### src/rtl/colisao_inimigo_pkg.sv
// rtl/colisao_inimigo_pkg.sv - shared game package: widths, defaults and damage FSM encoding
// Purpose: constants and types shared by the game blocks that track player damage.
// Contents: coordinate/lives widths, default lives, system clock rate, FSM state type.
package colisao_inimigo_pkg;

  localparam int COORD_W               = 10;
  localparam int VIDAS_W               = 3;
  localparam int VIDAS_INICIAIS_PADRAO = 3;
  // Used to express time windows in seconds at the board clock.
  localparam int CLK_HZ                = 50_000_000;

  typedef enum logic [1:0] {
    VIVO         = 2'd0,
    INVULNERAVEL = 2'd1,
    FIM          = 2'd2
  } estado_t;

endpackage

### src/rtl/colisao_inimigo_sobreposicao_caixas.sv
// rtl/colisao_inimigo_sobreposicao_caixas.sv - combinational axis-aligned box overlap test
// Purpose: reports whether two boxes given by top-left corner and size overlap.
// Ports: aX/aY/aLargura/aAltura (box A), bX/bY/bLargura/bAltura (box B),
//        sobrepoe (1 when the interiors intersect).
module sobreposicao_caixas
  import colisao_inimigo_pkg::*;
(
  input  logic [COORD_W-1:0] aX,
  input  logic [COORD_W-1:0] aY,
  input  logic [COORD_W-1:0] aLargura,
  input  logic [COORD_W-1:0] aAltura,
  input  logic [COORD_W-1:0] bX,
  input  logic [COORD_W-1:0] bY,
  input  logic [COORD_W-1:0] bLargura,
  input  logic [COORD_W-1:0] bAltura,
  output logic               sobrepoe
);

  // One extra bit so right/bottom edges never wrap.
  logic [COORD_W:0] a_dir, a_baixo, b_dir, b_baixo;
  logic             tem_area;

  assign a_dir   = {1'b0, aX} + {1'b0, aLargura};
  assign a_baixo = {1'b0, aY} + {1'b0, aAltura};
  assign b_dir   = {1'b0, bX} + {1'b0, bLargura};
  assign b_baixo = {1'b0, bY} + {1'b0, bAltura};

  // A zero-size box can still satisfy the strict inequalities when it sits
  // inside the other box, so it is excluded explicitly.
  assign tem_area = (aLargura != '0) && (aAltura != '0) &&
                    (bLargura != '0) && (bAltura != '0);

  assign sobrepoe = tem_area &&
                    ({1'b0, aX} < b_dir)   && ({1'b0, bX} < a_dir) &&
                    ({1'b0, aY} < b_baixo) && ({1'b0, bY} < a_baixo);

endmodule

### src/rtl/colisao_inimigo.sv
// rtl/colisao_inimigo.sv - enemy collision, lives and invulnerability tracker
// Purpose: turns player/enemy box overlap into hit pulses, a lives count, an
//          invulnerability window after each hit and a game-over flag.
// Ports: CLOCK_50, reset (sync, active-high), pausa (freeze), reiniciarJogo (restart),
//        jogador*/inimigo* boxes in; colidiu (hit pulse), vidas, invulneravel, fimDeJogo out.
module colisao_inimigo
  import colisao_inimigo_pkg::*;
#(
  parameter int VIDAS_INICIAIS = VIDAS_INICIAIS_PADRAO,
  parameter int T_INVULN       = CLK_HZ
) (
  input  logic               CLOCK_50,
  input  logic               reset,
  input  logic               pausa,
  input  logic               reiniciarJogo,
  input  logic [COORD_W-1:0] jogadorX,
  input  logic [COORD_W-1:0] jogadorY,
  input  logic [COORD_W-1:0] jogadorLargura,
  input  logic [COORD_W-1:0] jogadorAltura,
  input  logic [COORD_W-1:0] inimigoX,
  input  logic [COORD_W-1:0] inimigoY,
  input  logic [COORD_W-1:0] inimigoLargura,
  input  logic [COORD_W-1:0] inimigoAltura,
  output logic               colidiu,
  output logic [VIDAS_W-1:0] vidas,
  output logic               invulneravel,
  output logic               fimDeJogo
);

  // A window of one cycle still needs a 1-bit counter.
  localparam int              CNT_W = (T_INVULN > 1) ? $clog2(T_INVULN) : 1;
  localparam logic [CNT_W-1:0] CARGA = CNT_W'(T_INVULN - 1);

  estado_t          estado, estado_prox;
  logic [CNT_W-1:0] contador, contador_prox;
  logic [VIDAS_W-1:0] vidas_prox;
  logic             colidiu_prox;
  logic             sobrepoe, sob_r;

  sobreposicao_caixas u_sobreposicao (
    .aX       (jogadorX),
    .aY       (jogadorY),
    .aLargura (jogadorLargura),
    .aAltura  (jogadorAltura),
    .bX       (inimigoX),
    .bY       (inimigoY),
    .bLargura (inimigoLargura),
    .bAltura  (inimigoAltura),
    .sobrepoe (sobrepoe)
  );

  always_ff @(posedge CLOCK_50) begin
    if (reset || reiniciarJogo) begin
      estado   <= VIVO;
      contador <= '0;
      vidas    <= VIDAS_W'(VIDAS_INICIAIS);
      colidiu  <= 1'b0;
      sob_r    <= 1'b0;
    end else begin
      if (!pausa) sob_r <= sobrepoe;
      estado   <= estado_prox;
      contador <= contador_prox;
      vidas    <= vidas_prox;
      colidiu  <= colidiu_prox;
    end
  end

  // Pausa simply leaves every default (hold) in place and suppresses the pulse.
  always_comb begin
    estado_prox   = estado;
    contador_prox = contador;
    vidas_prox    = vidas;
    colidiu_prox  = 1'b0;
    if (!pausa) begin
      case (estado)
        VIVO: begin
          if (sob_r) begin
            colidiu_prox = 1'b1;
            vidas_prox   = vidas - VIDAS_W'(1);
            if (vidas == VIDAS_W'(1)) begin
              estado_prox = FIM;
            end else begin
              estado_prox   = INVULNERAVEL;
              contador_prox = CARGA;
            end
          end
        end
        INVULNERAVEL: begin
          if (contador == '0) estado_prox = VIVO;
          else                contador_prox = contador - CNT_W'(1);
        end
        FIM:     vidas_prox = '0;
        default: estado_prox = VIVO;
      endcase
    end
  end

  assign invulneravel = (estado == INVULNERAVEL);
  assign fimDeJogo    = (estado == FIM);

endmodule
### config.mk
export PLATFORM = sky130hd
export DESIGN_NAME = colisao_inimigo
export DESIGN_NICKNAME = d
export VERILOG_FILES = /design/src/rtl/colisao_inimigo_pkg.sv /design/src/rtl/colisao_inimigo_sobreposicao_caixas.sv /design/src/rtl/colisao_inimigo.sv
export SDC_FILE = /design/constraint.sdc
export NUM_CORES = 1
export LEC_CHECK = 0
export BUFFER_PORTS_ARGS = -buffer_cell sky130_fd_sc_hd__buf_2
export CORE_UTILIZATION = 31
export CTS_BUF_LIST = sky130_fd_sc_hd__clkbuf_8 sky130_fd_sc_hd__clkbuf_16
export DETAILED_ROUTE_END_ITERATION = 8
export SLEW_MARGIN = 20
export SYNTH_ARGS = -nofsm -noshare
export SYNTH_HDL_FRONTEND = slang
export SYNTH_SLANG_ARGS = --single-unit
### constraint.sdc
create_clock -name CLOCK_50 -period 4.99 [get_ports CLOCK_50]
set_input_delay 0.2495 -clock CLOCK_50 [delete_from_list [all_inputs] [get_ports CLOCK_50]]
set_output_delay 0.2495 -clock CLOCK_50 [all_outputs]
set_load 0.03 [all_outputs]
# Word-level counts from Yosys, hierarchy flattened
# Cells that the tools add are included.
# Widths: inputs -> output; s select.
totals:
  regBits: 33
  latch_bits: 0
  ram_bits: 0
  mem_bits_ro: 0
  in_bits: 84
  wordCells: 56
  mem_count: 0
op_classes:
  addsub: 6
  n_mul: 0
  div: 0
  magnitude_cmp: 4
  n_eq_ne: 7
  shifts: 0
  muxes: 11
  n_bitwise: 3
  reduce_logical: 20
op_table:
  columns: ["op", "n"]
  rows:
  - ["$mux 26", 3]
  - ["$pmux 26 s2", 1]
  - ["$add 10x10->11", 4]
  - ["$lt 10x11->1", 4]
  - ["$reduce_bool 10->1", 4]
  - ["$logic_not 26->1", 1]
  - ["$sub 26x1->26 const B", 1]
  - ["$logic_and 1x1->1", 7]
  - ["$mux 2", 3]
  - ["$ne 2x2->1 const B", 3]
  - ["$pmux 2 s3", 1]
  - ["$pmux 3 s2", 1]
  - ["$reduce_and 5->1", 1]
  - ["$reduce_and 4->1", 1]
  - ["$reduce_bool 2->1", 2]
  - ["$eq 3x1->1 const B", 1]
  - ["$mux 3", 1]
  - ["$not 1->1", 3]
  - ["$reduce_and 3->1", 1]
  - ["$reduce_or 3->1", 1]
  - ["$sub 3x1->3 const B", 1]
  - ["$eq 2x1->1 const B", 1]
  - ["$eq 2x2->1 const B", 1]
  - ["$logic_not 2->1", 1]
  - ["other kinds (3)", 3]

# Longest topological paths before layout
# Gate-level depths: netlist of the first run.
logic_depth:
  depth_word: 8
  depth_mapped: 15
  mapped_depth_nobuf: 15

# By module
# Synthesis of the first run repeated with hierarchy kept, for this count alone.
hier_totals:
  cells_unflattened: 507
  area_unflattened_um2: 4257.8
modules_own_cells:
  columns: ["module", "instances", "cells_per_inst", "area_each_um2"]
  rows:
  - ["sobreposicao_caixas", 1, 305, 2434.8]
  - ["colisao_inimigo", 1, 202, 1823.0]

# Least setup slack after synthesis of the first run
# Ideal clock, no wire load.
synth_path:
  kind: "input port to flip-flop"
  from: "input port jogadorX[0]"
  to: "register sob_r"
  setup_time_ns: 0.095
  arrival_time_ns: 2.969
  t_required_ns: 4.895
  slack_ns: 1.926
  path_stages: 13
  path_buffers: 0
  cell_sequence: "ha_1 > fa_1 > a211oi_1 > nor2_1 > or4_1 > a31oi_1 > xnor2_1 > ha_1 > a21o_1 > a221o_1 > o211ai_1 > a21oi_1 > a221oi_1"
synth_between:
  elab_chain_cells: 5
  elab_cells_between_ends: 7
synth_lines:
  columns: ["item", "line_no", "source"]
  rows:
  - ["start, declared", "colisao_inimigo.sv:16", "input logic [COORD_W-1:0] jogadorX,"]
  - ["$add 10x10->11 or $lt 10x11->1 (tied branches)", "colisao_inimigo_sobreposicao_caixas.sv:23, colisao_inimigo_sobreposicao_caixas.sv:34", null]
  - ["$lt 10x11->1 or $logic_and 1x1->1 (tied branches)", "colisao_inimigo_sobreposicao_caixas.sv:34, colisao_inimigo_sobreposicao_caixas.sv:33", null]
  - ["$logic_and 1x1->1 * (2 in series)", "colisao_inimigo_sobreposicao_caixas.sv:34", "({1'b0, aX} < b_dir) && ({1'b0, bX} < a_dir) &&"]
  - ["$logic_and 1x1->1 *", "colisao_inimigo_sobreposicao_caixas.sv:35", "({1'b0, aY} < b_baixo) && ({1'b0, bY} < a_baixo);"]
  - ["end signal, assigned", "colisao_inimigo.sv:60", "if (!pausa) sob_r <= sobrepoe;"]
  - ["end, declared", "colisao_inimigo.sv:38", "logic sobrepoe, sob_r;"]
# Mark *: on every way between the ends. The rest lies on a longest branch, timed or not.
# A chain may end at the register's enable or synchronous reset.

# Worst setup path after layout of the first run
# Same ends and word-level chain as after synthesis.

==> flow_metrics.py, run 1 <==
metrics = {
    "status": {
        "status": "finished clean",
    },
    "setup_path": {
        "buf_inv_stages_crit_path": 1,
        "timing.critical_path.slowest_cell_delay_ns": 0.43,
        "critical_path.cell_chain": "buf_2 -> ha_1 -> fa_1 -> a211oi_1 -> nor2_1 -> or4_1 -> a31oi_1 -> xnor2_1 -> ha_1 -> a21o_1 -> a221o_1 -> o211ai_1 -> a21oi_1 -> a221oi_1",
        "start_kind": "primary input",
        "crit_required_ns": 5.17,
        "critical_path.max_fanout": 3,
        "worst-r2r-setup-slack_ns": 2.71,
        "slowest_stage": "sky130_fd_sc_hd__fa_1",
        "crit_top_cell": "sky130_fd_sc_hd__ha_1",
        "path_class": "primary input to register",
        "end_kind": "register",
        "worst_ep_arrival_time_ns": 3.33,
        "cpLargestDelayFamily": "compound AO/OA/AOI/OAI gates",
    },
    "power": {
        "p_clk_frac": 0.280,
        "internal_power_mw": 0.669,
        "static-leakage-power_nw": 2.15,
        "p_comb_frac": 0.448,
        "register_share_of_total_power": 0.272,
        "switching_power_mw": 0.361,
        "worst_ir_drop_vdd_uv": 121,
        "p_sw_frac": 0.351,
        "power_per_cell_area_nw_per_um2": 218,
    },
    "synthesis": {
        "syn-cell-area_um2": 3980,
        "synthesis.nets": 644,
        "synth_enable_flop_cells": 0,
        "synthArstFlopShare": 0,
        "postSynthRegisterBits": 33,
        "ys.warnings.count": 0,
        "syn_avg_cell_area_um2": 8.34,
        "library_cells_used_by_synthesis": 52,
        "synthesis.instances": 477,
        "synth_ff_type": "sky130_fd_sc_hd__dfxtp_1",
        "sequential_fraction_of_the_synthesis_area": 0.166,
    },
    "sta": {
        "final_clock_skew_ns": 0.00274,
        "finalMaxSlewViolations": 0,
        "hold_viol": 0,
        "setup_repair_after_global_routing_missed_its_margin": "false",
        "clock.fmax_ghz": 0.317,
        "period_minus_slack_ns": 3.15,
        "final_critical_path_setup_slack_ns": 1.84,
        "setup_tns_after_final_layout_ns": 0,
        "timing_worst_slew_pin_value_ns": 0.706,
        "setup_violations": 0,
        "slew-limit-headroom": 0.523,
        "final.period_utilization": 0.631,
    },
    "clock_network": {
        "post_cts.repair.setup_buffers": 0,
        "cts_tree": "yes",
        "cts_htree_levels": 2,
        "cts.root.buffer_cell": "sky130_fd_sc_hd__clkbuf_16",
        "tritoncts.num_buffers": 5,
        "post_cts_resized": 0,
        "clock-sinks": 33,
        "clk_transition_reported_paths_ns": 0.05,
        "clk-insertion-delay-late_ns": 0.28,
        "ctsHoldBuffers": 0,
        "cts_max_path_buffers": 2,
    },
    "floorplan": {
        "chipWidth_um": 115,
        "floorplan.rows": 41,
        "initial_core_utilization": 0.316,
        "die_h_um": 115,
        "floorplan.core_area_um2": 12600,
        "floorplan.io_pins": 90,
        "die-area_um2": 13300,
    },
    "detailed_routing": {
        "num_vias": 3729,
        "route.detailed.vias_per_inst": 5.05,
        "remaining_drc_errors": 0,
        "drt_first_iter_violations": 126,
        "final_ant_viol_nets": 0,
        "routed_wire_length_per_instance_um": 13.0,
        "tritonroute_pass_1_iters": 4,
        "postRouteWirelength_mm": 9.62,
    },
    "global_route": {
        "largest_net_degree_at_the_start_of_global_routing": 22,
        "first_pass_grt_wire_length_mm": 16.5,
        "first_global_vias": 3586,
        "grtUsageTotal": 0.155,
        "global_route.overflow_total": 0,
        "antenna_violations_before_repair": 1,
    },
    "layout": {
        "final-seq-area_um2": 661,
        "syn_to_final_growth_pct": 19.0,
        "net_count_reported_at_finish": 732,
        "layout.cells.most_common": "sky130_fd_sc_hd__buf_2",
        "share_of_post_route_cells_with_drive_strength_above_1": 0.189,
        "finish.instance_area_um2": 4730,
        "layout.cells.most_common_list": "sky130_fd_sc_hd__buf_2 (89), sky130_fd_sc_hd__ha_1 (79), sky130_fd_sc_hd__a21oi_1 (48)",
        "diodes": 0,
        "filler_cell_count": 1342,
        "multiInputGateArea_um2": 3200,
    },
    "placement": {
        "globalplace.congestion": 0.815,
        "number_of_input_and_output_port_buffers_inserted": 89,
        "dp.final_hpwl_mm": 8.16,
        "post_dp_cell_area_um2": 4590,
        "post-place-ws_ns": 1.54,
    },
    "flow_run": {
        "cap_violations": 0,
    },
    "worst_hold_path": {
        "hold_path.class": "primary input to register",
    },
}
[state kept, by name, indices dropped and copies added, names as in the netlist]
signal,cells
colidiu,1
contador,26
vidas,3
estado,2
sob_r,1
[stage by stage]
stage                     power, mW  instances   util  hold WS (ns)
after global placement        0.734        730  0.366         0.499
final                          1.03        738  0.377         0.299
after CTS                      1.04        738  0.377         0.299
after detailed placement      0.747        730  0.366         0.514
after floorplan               0.622        477      -         0.443
after global routing           1.12        738  0.377         0.311
[cell families (layout without fill, tap and decap cells)]
kind of cell,count (synthesis),in the layout,share of synthesized area
AOI/OAI and AO/OA,122,122,0.194
xor gates and xnor gates,54,54,0.119
adders and majority gates,83,83,0.269
buffers and inverters,26,115,0.0286
DFF,33,33,0.166
muxes,2,2,0.00503
and+or+nand+nor,157,157,0.218
[cell usage after synthesis, drive strengths merged (2+ instances only)]
cell | number | area, um^2
o21ai | 21 | 105
nor2 | 47 | 179
a211oi | 6 | 45.0
ha | 79 | 988
nand4b | 5 | 43.8
nand2b | 12 | 75.1
fa | 4 | 80.1
and3 | 4 | 25.0
mux2i | 2 | 20.0
or4 | 4 | 33.8
o211ai | 3 | 22.5
nand2 | 20 | 75.1
nor4 | 11 | 83.8
o2111ai | 3 | 26.3
or2 | 3 | 18.8
inv | 17 | 63.8
dfxtp | 33 | 661
a21o | 10 | 75.1
xnor2 | 22 | 193
nor3b | 2 | 15.0
and2 | 3 | 18.8
nor3 | 10 | 50.1
a21oi | 48 | 240
a211o | 2 | 17.5
a2111o | 3 | 33.8
nand3 | 9 | 45.0
a2111oi | 2 | 17.5
nand4 | 7 | 43.8
a31oi | 6 | 37.5
clkbuf | 6 | 22.5
a31o | 2 | 17.5
o21a | 3 | 22.5
o21bai | 5 | 37.5
and4 | 3 | 28.8
a311oi | 3 | 26.3
nand3b | 4 | 30.0
xor2 | 32 | 280
nor2b | 11 | 68.8
buf | 3 | 27.5
[worst reg2reg max path, stage by stage (launching register included)]
cell	delay (ns)
sky130_fd_sc_hd__dfxtp_1	0.37
sky130_fd_sc_hd__inv_1	0.07
sky130_fd_sc_hd__ha_1	0.17
sky130_fd_sc_hd__nand2b_1	0.11
sky130_fd_sc_hd__a21oi_1	0.08
sky130_fd_sc_hd__nor3_1	0.55
sky130_fd_sc_hd__and4_1	0.38
sky130_fd_sc_hd__nor2b_1	0.20
sky130_fd_sc_hd__xnor2_1	0.13
sky130_fd_sc_hd__a21oi_1	0.08
[path summary, 6_finish.rpt]
| kind | from | end | cells after the start |
|---|---|---|---|
| min reg2reg | contador[1] | contador[1] | 2 |
| max reg2reg | vidas[1] | contador[19] | 9 |
| max | jogadorX[0] | sob_r | 14 |
| min | reset | contador[0] | 4 |
[per-layer routing]
metal  wire, um  track usage  vias to the layer above
met5         13            0                        -
met4         99       0.0364                        2
met3        417       0.0232                        9
met2       4420        0.263                       79
met1       4670        0.207                     1699
li1           -            -                     1940
[layout make-up]
type,instances,area share
inverters,17,0.0135
well taps,172,0.0455
repair buffers,90,0.0957
multi-input cells,418,0.676
flip-flops and latches,33,0.140
clock inverters,3,0.00291
clock buffers,5,0.0264
[power by group through the flow]
stage / Clock (mW) / Combinational [mW] / Sequential, mW
floorplan: 0 / 0.339 / 0.283
global placement: 0 / 0.449 / 0.285
detailed placement: 0 / 0.461 / 0.285
CTS: 0.295 / 0.466 / 0.280
global route: 0.308 / 0.536 / 0.281
finish: 0.289 / 0.462 / 0.280
Power figures use the tool's default switching activity.
==> inputs of run 2 (changes only) <==
==> constraint.sdc (replaced) <==
create_clock -name CLOCK_50 -period 2.9 [get_ports CLOCK_50]
set_input_delay 0.145 -clock CLOCK_50 [delete_from_list [all_inputs] [get_ports CLOCK_50]]
set_output_delay 0.145 -clock CLOCK_50 [all_outputs]
set_load 0.03 [all_outputs]
==> run 2 against run 1 <==
  * Global-route usage is 0.084 points higher
  * Non-clock buffer count increased by 35
  * Critical path depth up 1
  * First-iteration DRC count down 8.7%
  * Worst setup slack lost 1.7 ns
  * Register-to-register slack worse by 2.1 ns
  * Critical path type unchanged
  * Largest power group unchanged
==> flow_metrics.py, run 2 (same netlist as run 1, synthesis figures left out) <==
metrics = {
    "status": {
        "status": "finished clean",
    },
    "sta": {
        "final_clock_skew_ns": 0.00434,
        "setup_tns_after_final_layout_ns": 0,
        "hold_viol": 0,
        "setup_violations": 0,
        "final.period_utilization": 0.956,
        "final_critical_path_setup_slack_ns": 0.128,
        "clock.fmax_ghz": 0.361,
        "period_minus_slack_ns": 2.77,
        "timing_worst_slew_pin_value_ns": 0.530,
        "finalMaxSlewViolations": 0,
        "slew-limit-headroom": 0.644,
    },
    "setup_path": {
        "critical_path.cell_chain": "buf_4 -> ha_4 -> a21o_1 -> a21oi_2 -> o21bai_1 -> a2111o_1 -> a31o_2 -> a21oi_2 -> xor2_1 -> ha_2 -> a211o_1 -> a21oi_1 -> or4_1 -> nor2_2 -> a221oi_2",
        "critPathCapture": "sob_r",
        "cp-startpoint": "inimigoX[1]",
        "r2r-start": "contador[18]",
        "worst-r2r-setup-slack_ns": 0.65,
        "path_class": "primary input to register",
        "start_kind": "primary input",
        "ff2ff_path_depth": 7,
        "worst_ep_arrival_time_ns": 2.93,
        "timing.critical_path.slowest_cell_delay_ns": 0.54,
        "slowest_stage": "sky130_fd_sc_hd__or4_1",
        "end_kind": "register",
        "critical_path.max_fanout": 3,
        "crit_top_cell": "sky130_fd_sc_hd__a21oi_2",
        "crit_required_ns": 3.05,
        "r2r_end": "contador[11]",
    },
    "detailed_routing": {
        "num_vias": 3886,
        "routed_wire_length_per_instance_um": 13.2,
        "final_ant_viol_nets": 0,
        "remaining_drc_errors": 0,
        "postRouteWirelength_mm": 10.2,
        "tritonroute_pass_1_iters": 4,
        "drt_first_iter_violations": 115,
        "route.detailed.vias_per_inst": 5.03,
    },
    "clock_network": {
        "clk_transition_reported_paths_ns": 0.05,
        "ctsHoldBuffers": 0,
        "cts_max_path_buffers": 2,
        "tritoncts.num_buffers": 5,
        "clock-sinks": 33,
        "cts.root.buffer_cell": "sky130_fd_sc_hd__clkbuf_16",
        "cts_tree": "yes",
        "clk-insertion-delay-late_ns": 0.28,
        "cts_htree_levels": 2,
    },
    "layout": {
        "share_of_post_route_cells_with_drive_strength_above_1": 0.275,
        "net_count_reported_at_finish": 767,
        "largest_registers": "contador x26, vidas x3, estado x2",
        "layout.cells.most_common": "sky130_fd_sc_hd__buf_2",
        "largest_register_ff_count": 26,
        "largest_register": "contador",
        "finish.instance_area_um2": 5200,
        "layout.cells.most_common_list": "sky130_fd_sc_hd__buf_2 (85), sky130_fd_sc_hd__ha_1 (75), sky130_fd_sc_hd__nor2_1 (45)",
        "final-instance-count-excl-fill": 773,
        "syn_to_final_growth_pct": 30.9,
        "diodes": 0,
    },
    "floorplan": {
        "floorplan.io_pins": 90,
        "die_h_um": 115,
        "floorplan.rows": 41,
        "die-area_um2": 13300,
        "floorplan.core_area_um2": 12600,
        "chipWidth_um": 115,
        "initial_core_utilization": 0.316,
    },
    "power": {
        "static-leakage-power_nw": 2.37,
        "worst_ir_drop_vdd_uv": 207,
        "power_per_cell_area_nw_per_um2": 384,
    },
    "global_route": {
        "first_global_vias": 3761,
        "first_pass_grt_wire_length_mm": 16.6,
        "antenna_violations_before_repair": 1,
        "global_route.overflow_total": 0,
        "grtUsageTotal": 0.156,
        "largest_net_degree_at_the_start_of_global_routing": 22,
    },
    "placement": {
        "post-place-ws_ns": -0.358,
        "post_dp_cell_area_um2": 4850,
        "placed_cells_incl_taps": 762,
        "number_of_input_and_output_port_buffers_inserted": 89,
        "dp.final_hpwl_mm": 8.51,
        "globalplace.congestion": 0.853,
    },
    "worst_hold_path": {
        "hold_path.class": "primary input to register",
        "worst_hold_path.num_cells": 4,
    },
    "flow_run": {
        "cap_violations": 0,
    },
}
==> run 2: cell types whose count changed in the layout (fill, tap and decap cells not counted), sizes merged <==
cell / before / now
buf: 90 / 125
clkinv: 2 / 0
bufinv: 0 / 1
clkbuf: 5 / 6
==> run 2: through the flow <==
stage	utilization	hold WS (ns)	power [mW]
final	0.414	0.205	2.00
after global routing	0.414	0.207	2.16
after CTS	0.404	0.191	1.97
after detailed placement	0.386	0.483	1.34
after global placement	0.386	0.473	1.31
after floorplan	-	0.338	1.07
==> run 2: final cells by class <==
class / count / area [um^2]
Clock inverter: 2 / 33.8
Timing Repair Buffer: 125 / 753
Multi-Input combinational cell: 418 / 3340
Inverter: 17 / 63.8
Sequential cell: 33 / 661
Fill cell: 1275 / 7360
Tap cell: 172 / 215
Clock buffer: 6 / 139
==> run 2: worst max-delay path, delay by kind of cell <==
kind            cells  cell delay, ns
compound gates      9            1.39
xor+xnor            1            0.17
fa+ha+maj           2            0.43
buf+inv             1            0.14
simple gates        2            0.66
==> run 2: power breakdown <==
group,internal (mW),switching [mW],total (mW)
sequential,0.467,0.0142,0.482
combinational,0.443,0.461,0.904
clock,0.425,0.188,0.613
total,1.34,0.663,2.00
==> run 2: how the worst min path moves through the flow <==
stage                     startpoint     endpoint  slack [ns]
after CTS                      reset  contador[0]        0.19
after floorplan                pausa    estado[1]        0.34
after global routing           reset    estado[1]        0.21
after global placement         reset  contador[0]        0.47
final                          reset  contador[0]        0.21
after detailed placement       reset  contador[0]        0.48
==> run 2: layer usage <==
metal | routed length [um] | vias to the layer above | global-route usage
li1 | - | 2012 | -
met1 | 4870 | 1782 | 0.205
met2 | 4790 | 83 | 0.262
met3 | 378 | 9 | 0.0253
met4 | 136 | 0 | 0.0468
met5 | 0 | - | 0
==> run 2: repair_timing <==
action	CTS	global route
setup buffers	1	2
resized for setup	11	23
pin swaps	13	21
setup endpoints to repair	1	1
==> inputs of run 3 (changes only) <==
--- a/config.mk
+++ b/config.mk
@@ -9,6 +9,7 @@
 export CORE_UTILIZATION = 31
 export CTS_BUF_LIST = sky130_fd_sc_hd__clkbuf_8 sky130_fd_sc_hd__clkbuf_16
 export DETAILED_ROUTE_END_ITERATION = 8
+export REMOVE_ABC_BUFFERS = 1
 export SLEW_MARGIN = 20
 export SYNTH_ARGS = -nofsm -noshare
 export SYNTH_HDL_FRONTEND = slang
==> run 3 against run 2 <==
  * Design area shrank 2.0%
  * Die area is the same
  * Critical path depth shrank 1
  * Wire length grew 0.83%
  * Global-route usage is essentially flat
  * Maximum frequency shrank 0.89%
  * Clock skew grew 0.00054 ns
  * Sequential power is essentially flat
==> flow_metrics.py, run 3 (same netlist as run 1, synthesis figures left out) <==
metrics = {
    "clock_network": {
        "cts_tree": "yes",
        "tritoncts.num_buffers": 5,
        "clock-sinks": 33,
        "clk-insertion-delay-late_ns": 0.28,
        "ctsHoldBuffers": 0,
        "clk_transition_reported_paths_ns": 0.05,
        "cts.root.buffer_cell": "sky130_fd_sc_hd__clkbuf_16",
        "cts_htree_levels": 2,
        "cts_max_path_buffers": 2,
    },
    "layout": {
        "largest_register_ff_count": 26,
        "largest_register": "contador",
        "multiInputGateArea_um2": 3340,
        "net_count_reported_at_finish": 762,
        "filler_cell_count": 1274,
        "final-seq-area_um2": 661,
        "largest_registers": "contador x26, vidas x3, estado x2",
        "diodes": 0,
        "finish.instance_area_um2": 5100,
        "syn_to_final_growth_pct": 28.3,
        "layout.cells.most_common": "sky130_fd_sc_hd__buf_2",
        "share_of_post_route_cells_with_drive_strength_above_1": 0.267,
        "layout.cells.most_common_list": "sky130_fd_sc_hd__buf_2 (88), sky130_fd_sc_hd__ha_1 (76), sky130_fd_sc_hd__nor2_1 (45)",
    },
    "global_route": {
        "antenna_violations_before_repair": 0,
        "global_route.overflow_total": 0,
        "largest_net_degree_at_the_start_of_global_routing": 23,
        "first_global_vias": 3851,
        "grtUsageTotal": 0.156,
        "first_pass_grt_wire_length_mm": 16.8,
    },
    "setup_path": {
        "r2r-start": "vidas[1]",
        "ff2ff_path_depth": 9,
        "cp-startpoint": "jogadorY[1]",
        "start_kind": "primary input",
        "path_class": "primary input to register",
        "critical_path.max_fanout": 2,
        "end_kind": "register",
        "crit_required_ns": 3.05,
        "worst_ep_arrival_time_ns": 2.95,
    },
    "sta": {
        "setup_repair_after_global_routing_missed_its_margin": "true",
        "hold_viol": 0,
        "slew-limit-headroom": 0.558,
        "setup_tns_after_final_layout_ns": 0,
        "finalMaxSlewViolations": 0,
        "final_critical_path_setup_slack_ns": 0.103,
        "clock.fmax_ghz": 0.358,
        "period_minus_slack_ns": 2.80,
        "final.period_utilization": 0.965,
        "timing_worst_slew_pin_value_ns": 0.658,
        "setup_violations": 0,
        "final_clock_skew_ns": 0.00487,
    },
    "worst_hold_path": {
        "hold_start": "reset",
        "hold_path.class": "primary input to register",
        "worst_hold_path.num_cells": 3,
    },
    "placement": {
        "globalplace.congestion": 0.836,
        "number_of_input_and_output_port_buffers_inserted": 89,
        "dp.final_hpwl_mm": 8.58,
        "post-place-ws_ns": -0.370,
        "post_dp_cell_area_um2": 4800,
    },
    "floorplan": {
        "initial_core_utilization": 0.316,
        "floorplan.core_area_um2": 12600,
        "floorplan.rows": 41,
        "die-area_um2": 13300,
        "chipWidth_um": 115,
        "die_h_um": 115,
        "floorplan.io_pins": 90,
    },
    "detailed_routing": {
        "routed_wire_length_per_instance_um": 13.4,
        "num_vias": 3873,
        "remaining_drc_errors": 0,
        "final_ant_viol_nets": 0,
        "postRouteWirelength_mm": 10.3,
        "drt_first_iter_violations": 84,
        "route.detailed.vias_per_inst": 5.05,
        "tritonroute_pass_1_iters": 4,
    },
    "power": {
        "worst_ir_drop_vdd_uv": 146,
        "static-leakage-power_nw": 2.32,
        "power_per_cell_area_nw_per_um2": 373,
    },
    "flow_run": {
        "cap_violations": 0,
    },
    "status": {
        "status": "finished clean",
    },
}
## run 3: cell types whose count changed in the layout (fill, tap and decap cells not counted), sizes merged
cell and delta:
buf -5, bufinv -1
## run 3: layer usage
layer / GRT usage / routed length [um] / part of all wire
met5: 0 / 0 / 0
met4: 0.0338 / 93 / 0.0091
met3: 0.0306 / 437 / 0.043
met2: 0.291 / 5040 / 0.49
met1: 0.184 / 4680 / 0.46
## run 3: path summary, 6_finish.rpt
kind / to / slack [ns]
setup / recovery: sob_r / 0.10
hold / removal: estado[1] / 0.23
setup reg to reg: contador[17] / 0.62
hold reg to reg: contador[1] / 0.52
## run 3: final cells by class
class / instances / area share
clock buffers: 6 / 0.0272
clock inverters: 1 / 0.000736
inverters: 17 / 0.0125
multi-input cells: 418 / 0.654
flip-flops and latches: 33 / 0.130
well taps: 172 / 0.0422
repair buffers: 120 / 0.133
## run 3: power by group
part | internal (mW) | total, mW | switching, mW | leakage [nW]
combinational | 0.443 | 0.910 | 0.466 | 1.98
sequential | 0.468 | 0.482 | 0.0143 | 0.266
clock | 0.333 | 0.510 | 0.177 | 0.0741
## run 3: critical path, cell delays in order
cell and delay (ns):
sky130_fd_sc_hd__buf_2 0.11, sky130_fd_sc_hd__ha_1 0.28, sky130_fd_sc_hd__a21o_1 0.17, sky130_fd_sc_hd__a21oi_2 0.17
sky130_fd_sc_hd__o21bai_1 0.10, sky130_fd_sc_hd__a2111o_1 0.45, sky130_fd_sc_hd__a31o_2 0.25, sky130_fd_sc_hd__a21oi_1 0.17
sky130_fd_sc_hd__xor2_1 0.09, sky130_fd_sc_hd__ha_1 0.30, sky130_fd_sc_hd__o211ai_1 0.09, sky130_fd_sc_hd__o21a_1 0.22
sky130_fd_sc_hd__a2111oi_4 0.30, sky130_fd_sc_hd__a221oi_2 0.10
## run 3: timing repair
action                     in CTS  in global routing
pin swaps                       1                 17
gates resized for setup         6                 23
buffers inserted                1                  2
setup endpoints to repair       1                  1
## run 3: metrics by stage
stage	util	power [mW]	hold WS, ns	std cells
after detailed placement	0.382	1.33	0.517	757
final	0.406	1.90	0.232	767
after global routing	0.406	2.06	0.245	767
after global placement	0.382	1.30	0.499	757
after floorplan	-	1.06	0.338	468
after CTS	0.396	1.86	0.236	765
